<file path="src/rtl/des_subkey_if.sv">
// Handshake bundle between the key source, the DES subkey scheduler and the round engine.
// The slave modport is the scheduler; the master modport is whoever loads keys and consumes subkeys.
interface des_subkey_if;
   logic        load;
   logic [63:0] key_in;
   logic        sk_ready;
   logic        sk_valid;
   logic [47:0] subkey;
   logic [3:0]  round_idx;
   logic        busy;
   logic        done;
   logic        key_err;

   modport master (
      output load, key_in, sk_ready,
      input  sk_valid, subkey, round_idx, busy, done, key_err
   );

   modport slave (
      input  load, key_in, sk_ready,
      output sk_valid, subkey, round_idx, busy, done, key_err
   );
endinterface

</file>
<file path="src/rtl/des_subkey_sched.sv">
// Sequential DES key schedule: emits the sixteen 48-bit round subkeys one per accepted handshake,
// K16..K1 with right rotations when DECRYPT=1, K1..K16 with left rotations when DECRYPT=0.
module des_subkey_sched #(
   parameter bit DECRYPT      = 1'b1,
   parameter bit CHECK_PARITY = 1'b0
) (
   input  logic         clk,
   input  logic         rst,
   des_subkey_if.slave  sk
);

   typedef enum logic {
      IDLE = 1'b0,
      GEN  = 1'b1
   } state_t;

   // Table entries use FIPS 46-3 numbering: bit 1 is the MSB of the source vector.
   localparam logic [6:0] PC1_TAB [56] = '{
      7'd57, 7'd49, 7'd41, 7'd33, 7'd25, 7'd17, 7'd9,
      7'd1,  7'd58, 7'd50, 7'd42, 7'd34, 7'd26, 7'd18,
      7'd10, 7'd2,  7'd59, 7'd51, 7'd43, 7'd35, 7'd27,
      7'd19, 7'd11, 7'd3,  7'd60, 7'd52, 7'd44, 7'd36,
      7'd63, 7'd55, 7'd47, 7'd39, 7'd31, 7'd23, 7'd15,
      7'd7,  7'd62, 7'd54, 7'd46, 7'd38, 7'd30, 7'd22,
      7'd14, 7'd6,  7'd61, 7'd53, 7'd45, 7'd37, 7'd29,
      7'd21, 7'd13, 7'd5,  7'd28, 7'd20, 7'd12, 7'd4
   };

   localparam logic [5:0] PC2_TAB [48] = '{
      6'd14, 6'd17, 6'd11, 6'd24, 6'd1,  6'd5,
      6'd3,  6'd28, 6'd15, 6'd6,  6'd21, 6'd10,
      6'd23, 6'd19, 6'd12, 6'd4,  6'd26, 6'd8,
      6'd16, 6'd7,  6'd27, 6'd20, 6'd13, 6'd2,
      6'd41, 6'd52, 6'd31, 6'd37, 6'd47, 6'd55,
      6'd30, 6'd40, 6'd51, 6'd45, 6'd33, 6'd48,
      6'd44, 6'd49, 6'd39, 6'd56, 6'd34, 6'd53,
      6'd46, 6'd42, 6'd50, 6'd36, 6'd29, 6'd32
   };

   function automatic logic [55:0] pc1(input logic [63:0] key);
      logic [55:0] r;
      r = '0;
      for (int i = 0; i < 56; i++) begin
         r[55 - i] = key[6'(7'd64 - PC1_TAB[i])];
      end
      return r;
   endfunction

   function automatic logic [47:0] pc2(input logic [55:0] cd);
      logic [47:0] r;
      r = '0;
      for (int i = 0; i < 48; i++) begin
         r[47 - i] = cd[6'(6'd56 - PC2_TAB[i])];
      end
      return r;
   endfunction

   // Rounds 1, 2, 9 and 16 shift by one position, all others by two.
   function automatic logic single_shift(input logic [4:0] rnd);
      return (rnd == 5'd1) || (rnd == 5'd2) || (rnd == 5'd9) || (rnd == 5'd16);
   endfunction

   function automatic logic [27:0] rotl(input logic [27:0] x, input logic one);
      return one ? {x[26:0], x[27]} : {x[25:0], x[27:26]};
   endfunction

   function automatic logic [27:0] rotr(input logic [27:0] x, input logic one);
      return one ? {x[0], x[27:1]} : {x[1:0], x[27:2]};
   endfunction

   function automatic logic parity_bad(input logic [63:0] key);
      logic bad;
      bad = 1'b0;
      for (int b = 0; b < 8; b++) begin
         if (!(^key[b*8 +: 8])) bad = 1'b1;
      end
      return bad;
   endfunction

   state_t      state, state_nxt;
   logic [27:0] c_q, d_q, c_nxt, d_nxt;
   logic [3:0]  idx_q, idx_nxt;
   logic        valid_q, valid_nxt;
   logic        done_q, done_nxt;
   logic        err_q, err_nxt;

   logic [55:0] key_pc1;
   logic        last_sk;
   logic        step_one;

   assign key_pc1  = pc1(sk.key_in);
   assign last_sk  = DECRYPT ? (idx_q == 4'd0) : (idx_q == 4'd15);
   assign step_one = DECRYPT ? single_shift({1'b0, idx_q} + 5'd1)
                             : single_shift({1'b0, idx_q} + 5'd2);

   // NOTE: every variable gets its hold value first so no path leaves it unassigned (no latch).
   always_comb begin
      state_nxt = state;
      c_nxt     = c_q;
      d_nxt     = d_q;
      idx_nxt   = idx_q;
      valid_nxt = valid_q;
      done_nxt  = 1'b0;
      err_nxt   = err_q;

      unique case (state)
         IDLE: begin
            if (sk.load) begin
               if (DECRYPT) begin
                  c_nxt   = key_pc1[55:28];
                  d_nxt   = key_pc1[27:0];
                  idx_nxt = 4'd15;
               end else begin
                  c_nxt   = rotl(key_pc1[55:28], 1'b1);
                  d_nxt   = rotl(key_pc1[27:0], 1'b1);
                  idx_nxt = 4'd0;
               end
               valid_nxt = 1'b1;
               err_nxt   = CHECK_PARITY && parity_bad(sk.key_in);
               state_nxt = GEN;
            end
         end
         GEN: begin
            if (valid_q && sk.sk_ready) begin
               if (last_sk) begin
                  valid_nxt = 1'b0;
                  done_nxt  = 1'b1;
                  state_nxt = IDLE;
               end else if (DECRYPT) begin
                  c_nxt   = rotr(c_q, step_one);
                  d_nxt   = rotr(d_q, step_one);
                  idx_nxt = idx_q - 4'd1;
               end else begin
                  c_nxt   = rotl(c_q, step_one);
                  d_nxt   = rotl(d_q, step_one);
                  idx_nxt = idx_q + 4'd1;
               end
            end
         end
         default: state_nxt = IDLE;
      endcase
   end

   // NOTE: state registers use non-blocking assignments so every flop samples pre-edge values.
   always_ff @(posedge clk) begin
      if (rst) begin
         state   <= IDLE;
         c_q     <= '0;
         d_q     <= '0;
         idx_q   <= '0;
         valid_q <= 1'b0;
         done_q  <= 1'b0;
         err_q   <= 1'b0;
      end else begin
         state   <= state_nxt;
         c_q     <= c_nxt;
         d_q     <= d_nxt;
         idx_q   <= idx_nxt;
         valid_q <= valid_nxt;
         done_q  <= done_nxt;
         err_q   <= err_nxt;
      end
   end

   assign sk.subkey    = pc2({c_q, d_q});
   assign sk.sk_valid  = valid_q;
   assign sk.round_idx = idx_q;
   assign sk.busy      = (state == GEN);
   assign sk.done      = done_q;
   assign sk.key_err   = err_q;

endmodule

</file>
<file path="src/flat_wrapper.sv">
// flat-port wrapper written by rule: the top's interface ports become plain ports
module des_subkey_sched_flat 
#(
   parameter bit DECRYPT      = 1'b1,
   parameter bit CHECK_PARITY = 1'b0
)
  (clk, rst, sk_load, sk_key_in, sk_sk_ready, sk_sk_valid, sk_subkey, sk_round_idx, sk_busy, sk_done, sk_key_err);
  des_subkey_if sk_i ();
  input  logic clk;
  input  logic rst;
  input wire logic [$bits(sk_i.load)-1:0] sk_load;
  input wire logic [$bits(sk_i.key_in)-1:0] sk_key_in;
  input wire logic [$bits(sk_i.sk_ready)-1:0] sk_sk_ready;
  output wire logic [$bits(sk_i.sk_valid)-1:0] sk_sk_valid;
  output wire logic [$bits(sk_i.subkey)-1:0] sk_subkey;
  output wire logic [$bits(sk_i.round_idx)-1:0] sk_round_idx;
  output wire logic [$bits(sk_i.busy)-1:0] sk_busy;
  output wire logic [$bits(sk_i.done)-1:0] sk_done;
  output wire logic [$bits(sk_i.key_err)-1:0] sk_key_err;
  assign sk_i.load = sk_load;
  assign sk_i.key_in = sk_key_in;
  assign sk_i.sk_ready = sk_sk_ready;
  assign sk_sk_valid = sk_i.sk_valid;
  assign sk_subkey = sk_i.subkey;
  assign sk_round_idx = sk_i.round_idx;
  assign sk_busy = sk_i.busy;
  assign sk_done = sk_i.done;
  assign sk_key_err = sk_i.key_err;
  des_subkey_sched #(.DECRYPT(DECRYPT), .CHECK_PARITY(CHECK_PARITY)) u_core (.clk(clk), .rst(rst), .sk(sk_i));
endmodule
</file>
<file path="config.mk">
export PLATFORM = sky130hd
export DESIGN_NAME = des_subkey_sched_flat
export DESIGN_NICKNAME = d
export VERILOG_FILES = /design/src/rtl/des_subkey_if.sv /design/src/rtl/des_subkey_sched.sv /design/src/flat_wrapper.sv
export SDC_FILE = /design/constraint.sdc
export NUM_CORES = 1
export LEC_CHECK = 0
export ABC_AREA = 1
export CORE_MARGIN = 10
export CORE_UTILIZATION = 50
export CTS_BUF_LIST = sky130_fd_sc_hd__clkbuf_4
export DETAILED_ROUTE_END_ITERATION = 16
export HOLD_SLACK_MARGIN = 0.02
export PLACE_DENSITY = 0.84
export SYNTH_ARGS = -nofsm -noshare
export SYNTH_HDL_FRONTEND = slang
export SYNTH_SLANG_ARGS = --single-unit
export TNS_END_PERCENT = 5
</file>
<file path="constraint.sdc">
create_clock -name clk -period 5 [get_ports clk]
set_input_delay 1 -clock clk [delete_from_list [all_inputs] [get_ports clk]]
set_output_delay 1 -clock clk [all_outputs]
set_load 0.005 [all_outputs]
</file>
# Word-level counts from Yosys, hierarchy flattened
# Index checks and enable logic that the tools add are counted.
# totals
ff_bits	63
latchBits	0
ramBits	0
rom_bits	0
in_bits	68
word_cells	49
memories	0
# classes
n_addsub	2
mul	0
div_mod_pow	0
magnitude_cmp	0
n_eq_ne	8
n_shift	0
mux	23
bitwise_logic	2
reduce_logical	8
# op_table
cell	n
2-to-1 mux 28 bit	8
case mux 28 bit (2 select lines)	2
2-to-1 mux 4 bit	3
inequality test 2 bit (second input constant)	4
case mux 4 bit (2 select lines)	1
2-to-1 mux 1 bit	7
AND reduction 3 bit	2
adder 4 x 1 -> 5 bit (second input constant)	1
== test 5 x 1 -> 1 bit (second input constant)	1
== test 5 x 2 -> 1 bit (second input constant)	1
== test 5 x 4 -> 1 bit (second input constant)	1
== test 5 bit (second input constant)	1
zero test 4 bit	1
case mux 1 bit (2 select lines)	2
subtractor 4 x 1 -> 4 bit (second input constant)	1
logical OR 1 bit	3
OR reduction 3 bit	1
inverter 1 bit	2
logical AND 1 bit	1

# Depth between registers and ports, before layout
# depth
depth_word	9
depth_mapped	14

# Worst setup path before layout
# OpenSTA, ideal clock, no wires.
# synth_path
path_type	input-to-reg
startpoint	in sk_sk_ready
endpoint	reg u_core.idx_q[3], in the netlist u_core.sk.round_idx[3]
t_arrival_ns	1.769
t_required_ns	4.885
path_slack_ns	3.116
cell_stages	9
path_cell_list	nand2_1 -> inv_1 -> nor2_2 -> nor2_4 -> nand2_4 -> buf_6 -> o21ai_1 -> nand2_1 -> o21a_1
# synth_via
elab_chain_len	3
# synth_lines
element	line_no	text
from (decl)	flat_wrapper.sv:13	input wire logic [$bits(sk_i.sk_ready)-1:0] sk_sk_ready;
logical AND 1 bit	des_subkey_sched.sv:124	if (valid_q && sk.sk_ready) begin
inequality test 2 bit (no source line)	--	
AND reduction 3 bit (no source line)	--	
to (signal assigned)	des_subkey_sched.sv:158	idx_q <= idx_nxt;
to (decl)	des_subkey_sched.sv:82	logic [3:0] idx_q, idx_nxt;
# Every way passes these cells.
# A chain may end at the register's enable or synchronous reset.

# Worst setup path in the final report
# layout_path
startpoint	reg u_core.idx_q[0], in the netlist u_core.sk.round_idx[0]
endpoint	reg u_core.c_q[17]
# layout_via
elab_chain_len	9
elab_cells_between_ends	15
# layout_lines
element	line_no	text
adder 4 x 1 -> 5 bit	des_subkey_sched.sv:93	assign step_one = DECRYPT ? single_shift({1'b0, idx_q} + 5'd1)
== test 5 x 1 -> 1 bit / == test 5 x 2 -> 1 bit (equally long branches)	des_subkey_sched.sv:60	return (rnd == 5'd1) || (rnd == 5'd2) || (rnd == 5'd9) || (rnd == 5'd16);
logical OR 1 bit (3 in series)	des_subkey_sched.sv:60	
2-to-1 mux 28 bit	des_subkey_sched.sv:68	return one ? {x[0], x[27:1]} : {x[1:0], x[27:2]};
2-to-1 mux 28 bit	des_subkey_sched.sv:125	if (last_sk) begin
2-to-1 mux 28 bit	des_subkey_sched.sv:124	
case mux 28 bit (2 select lines)	des_subkey_sched.sv:106	unique case (state)
to (signal assigned)	des_subkey_sched.sv:156	c_q <= c_nxt;
to (decl)	des_subkey_sched.sv:81	logic [27:0] c_q, d_q, c_nxt, d_nxt;
# Several ways; a longest one is shown, not always the timed one. The select of a mux whose other input is x is not followed.

==> run_results.csv <==
group,metric,value,unit
cells_and_area,insertedDiodeCount,0,
cts,clk_path_buf_depth,2,
yosys,synth.area.top_cells,"dfxtp_1 30%, a21oi_1 14%, nand3_1 14%",
timing,hold_viol,0,
yosys,synth_top_area_cell,"dfxtp_1",
cts,clock_latency,390,ps
timing,max-slew-margin-rel,0.324,
timing,drv_slew,0,
yosys,synthesis.nets,722,
setup_path,timing.critical_path.arrival,3510,ps
floorplanning,start_util,0.511,
power,p_clk_frac,0.193,
power,power.density,304,nW/um^2
setup_path,rr_endpoint,"u_core.c_q[17]",
cts,root_buffer,"clkbuf_4",
timing,period_minus_slack,3190,ps
power,p_seq_frac,0.405,
setup_path,r2r-start,"u_core.sk.round_idx[0]",
yosys,synthCells,649,
detailed_routing,ant_nets,0,
floorplanning,dieArea,12400,um^2
timing,post-route-period-util,0.638,
yosys,netlist.area_leader.share,0.304,
power,netSwitchingFraction,0.377,
power,ir_worst_vdd,0.151,mV
cts,cts_sinks,63,
timing,rsz0062_at_grt,"false",
setup_path,critPathLaunchType,"register",
detailed_routing,dr_total_vias,4147,
setup_path,path_class,"reg2reg",
yosys,syn-mean-instance-area,6.40,um^2
floorplanning,pin_count,124,
timing,skew,16.5,ps
global_routing,gr-total-overflow,0,
setup_path,cp-end-kind,"register",
floorplanning,die_y,111,um
cts,ctsResizeCount,0,
detailed_routing,wl,11300,um
floorplanning,coreArea,8130,um^2
timing,finalSetupTns,0,ps
run_status,run_status,"complete, no violations",
yosys,synth_cell_types,25,
global_routing,grt_antenna_before_repair,0,
global_routing,grt_pass1_vias,3963,
cts,post_cts_buffers,0,
flow_run,maxCapViolations,0,
detailed_routing,wire_per_inst,14.2,um
cts,htreeDepth,3,
cts,hold_buffers,0,
cells_and_area,final_layout_size_suffix_gt1_frac,0.0377,
power,finalPower,0.00149,W
timing,holdWs,534,ps
power,p_leak,2.19,nW
floorplanning,die_w,111,um
global_routing,grt_max_degree,61,
setup_path,path_max_fanout,57,
setup_path,crit_end,"u_core.c_q[17]",
cells_and_area,syn2layout_area_growth,18.0,%
yosys,async_reset_ff_frac,0,
placed_design,gp_congestion,0.814,
yosys,ys_seq_area_frac,0.304,
yosys,synth_common_cells,"116 x a21oi_1, 116 x nand3_1, 108 x inv_1",
floorplanning,fp-row-count,33,
hold_path,hold_path.class,"reg2reg",
cts,cts_tree,"done",
timing,finalSetupViolCount,0,
setup_path,required,5320,ps
placed_design,io_buffers,114,
yosys,yosysWarnings,0,
hold_path,worstHoldPathCells,2,
cells_and_area,layout.nets,758,
placed_design,hpwlAfterDp,7430,um
setup_path,rrSetupSlack,1810,ps
detailed_routing,dr.first_iter.drc_count,251,
global_routing,grt_pass1_wl,18700,um
yosys,ys.flop_type,"dfxtp_1",
timing,worstMarginPinSlew,1010,ps
yosys,synth-seq-cells,63,
cts,clkTransAtPathRegs,110,ps
timing,fmax,313,MHz
global_routing,grt_usage,0.174,
detailed_routing,drc_errors,0,
power,combPwrFrac,0.402,
setup_path,r2r_cells,12,
cts,cts_buffers,9,
yosys,synth_edf_count,0,
cells_and_area,finalCoreUtilization,0.603,
yosys,synth_area,4150,um^2
detailed_routing,drtPass1Iterations,5,
detailed_routing,viasPerCell,5.22,
power,p_sw,0.000560,W
power,p_int,0.000928,W
setup_path,timing.critical_path.from,"u_core.sk.round_idx[0]",
-- routing by layer --
metal | wire length (um) | global-route usage
met1 | 4900 | 0.208
met2 | 5380 | 0.290
met3 | 867 | 0.0595
met4 | 120 | 0.0471
met5 | 0 | 0
-- final cells by class --
class | instances | area [um^2]
fillers | 796 | 3230
multi-input cells | 383 | 1830
flip-flops and latches | 63 | 1260
repair buffers | 116 | 1150
inverters | 112 | 424
well taps | 105 | 131
clock buffers | 12 | 90.1
clock inverters | 3 | 11.3
-- cell usage in the layout, fill, tap and decap left out, types with 2 or more instances in the layout --
cell               n
nor2_1            48
nand3_1          116
inv_2              2
buf_4              2
clkinv_1           3
clkdlybuf4s50_1  113
ha_1               5
a21oi_1          116
o21ai_0           16
dfxtp_1           63
inv_1            108
nand2_1           70
nor2_2             2
clkbuf_4          12
nand2_2            2
-- critical path, stage by stage, from the launching register on --
cell     delay, ps
dfxtp_1        400
inv_1          160
ha_1           190
inv_1           50
nand2_1         50
nand2_1         50
nand2_1         50
nand2_1         60
inv_2          680
nand2_2        860
nand2_1        260
nand3_1        120
a21oi_1        170
-- power groups by stage --
stage	Clock, W	Combinational (W)	Sequential, W
6_report	0.000287	0.000598	0.000603
5_1_grt	0.000320	0.000678	0.000611
4_1_cts	0.000294	0.000601	0.000602
3_5_place_dp	0	0.000597	0.000613
3_3_place_gp	0	0.000578	0.000611
2_1_floorplan	0	0.000475	0.000599
-- how the worst min path moves through the flow --
| stage | from | slack, ps | to |
|---|---|---|---|
| after CTS | u_core.sk.sk_valid | 530 | u_core.sk.sk_valid |
| after detailed placement | u_core.sk.sk_valid | 510 | u_core.sk.sk_valid |
| after global routing | u_core.sk.sk_valid | 560 | u_core.sk.sk_valid |
| after floorplan | u_core.sk.sk_valid | 500 | u_core.sk.sk_valid |
| final | u_core.sk.sk_valid | 530 | u_core.sk.sk_valid |
| after global placement | u_core.sk.sk_valid | 500 | u_core.sk.sk_valid |
-- state kept, by name, indices dropped and copies added (netlist names) --
signal,cells
u_core.sk.sk_valid,1
u_core.d_q,28
u_core.sk.done,1
u_core.sk.round_idx,4
u_core.c_q,28
u_core.sk.busy,1
-- per-stage QoR --
step,setup slack [ps],instance area [um^2],instances
finish,1810,4900,794
global route,1400,4900,794
CTS,1850,4900,794
detailed placement,1890,4800,779
global placement,2040,4800,779
floorplan,3120,4150,649
-- cell families after synthesis --
family | after synthesis | synth area share
AO/OA/AOI/OAI | 134 | 0.162
AND/OR/NAND/NOR | 243 | 0.262
flip-flops | 63 | 0.304
other | 1 | 0.000903
adder cells (fa/ha/maj) | 5 | 0.0151
buffers and inverters | 203 | 0.257
Note: power is estimated with default switching activity, not from simulation.
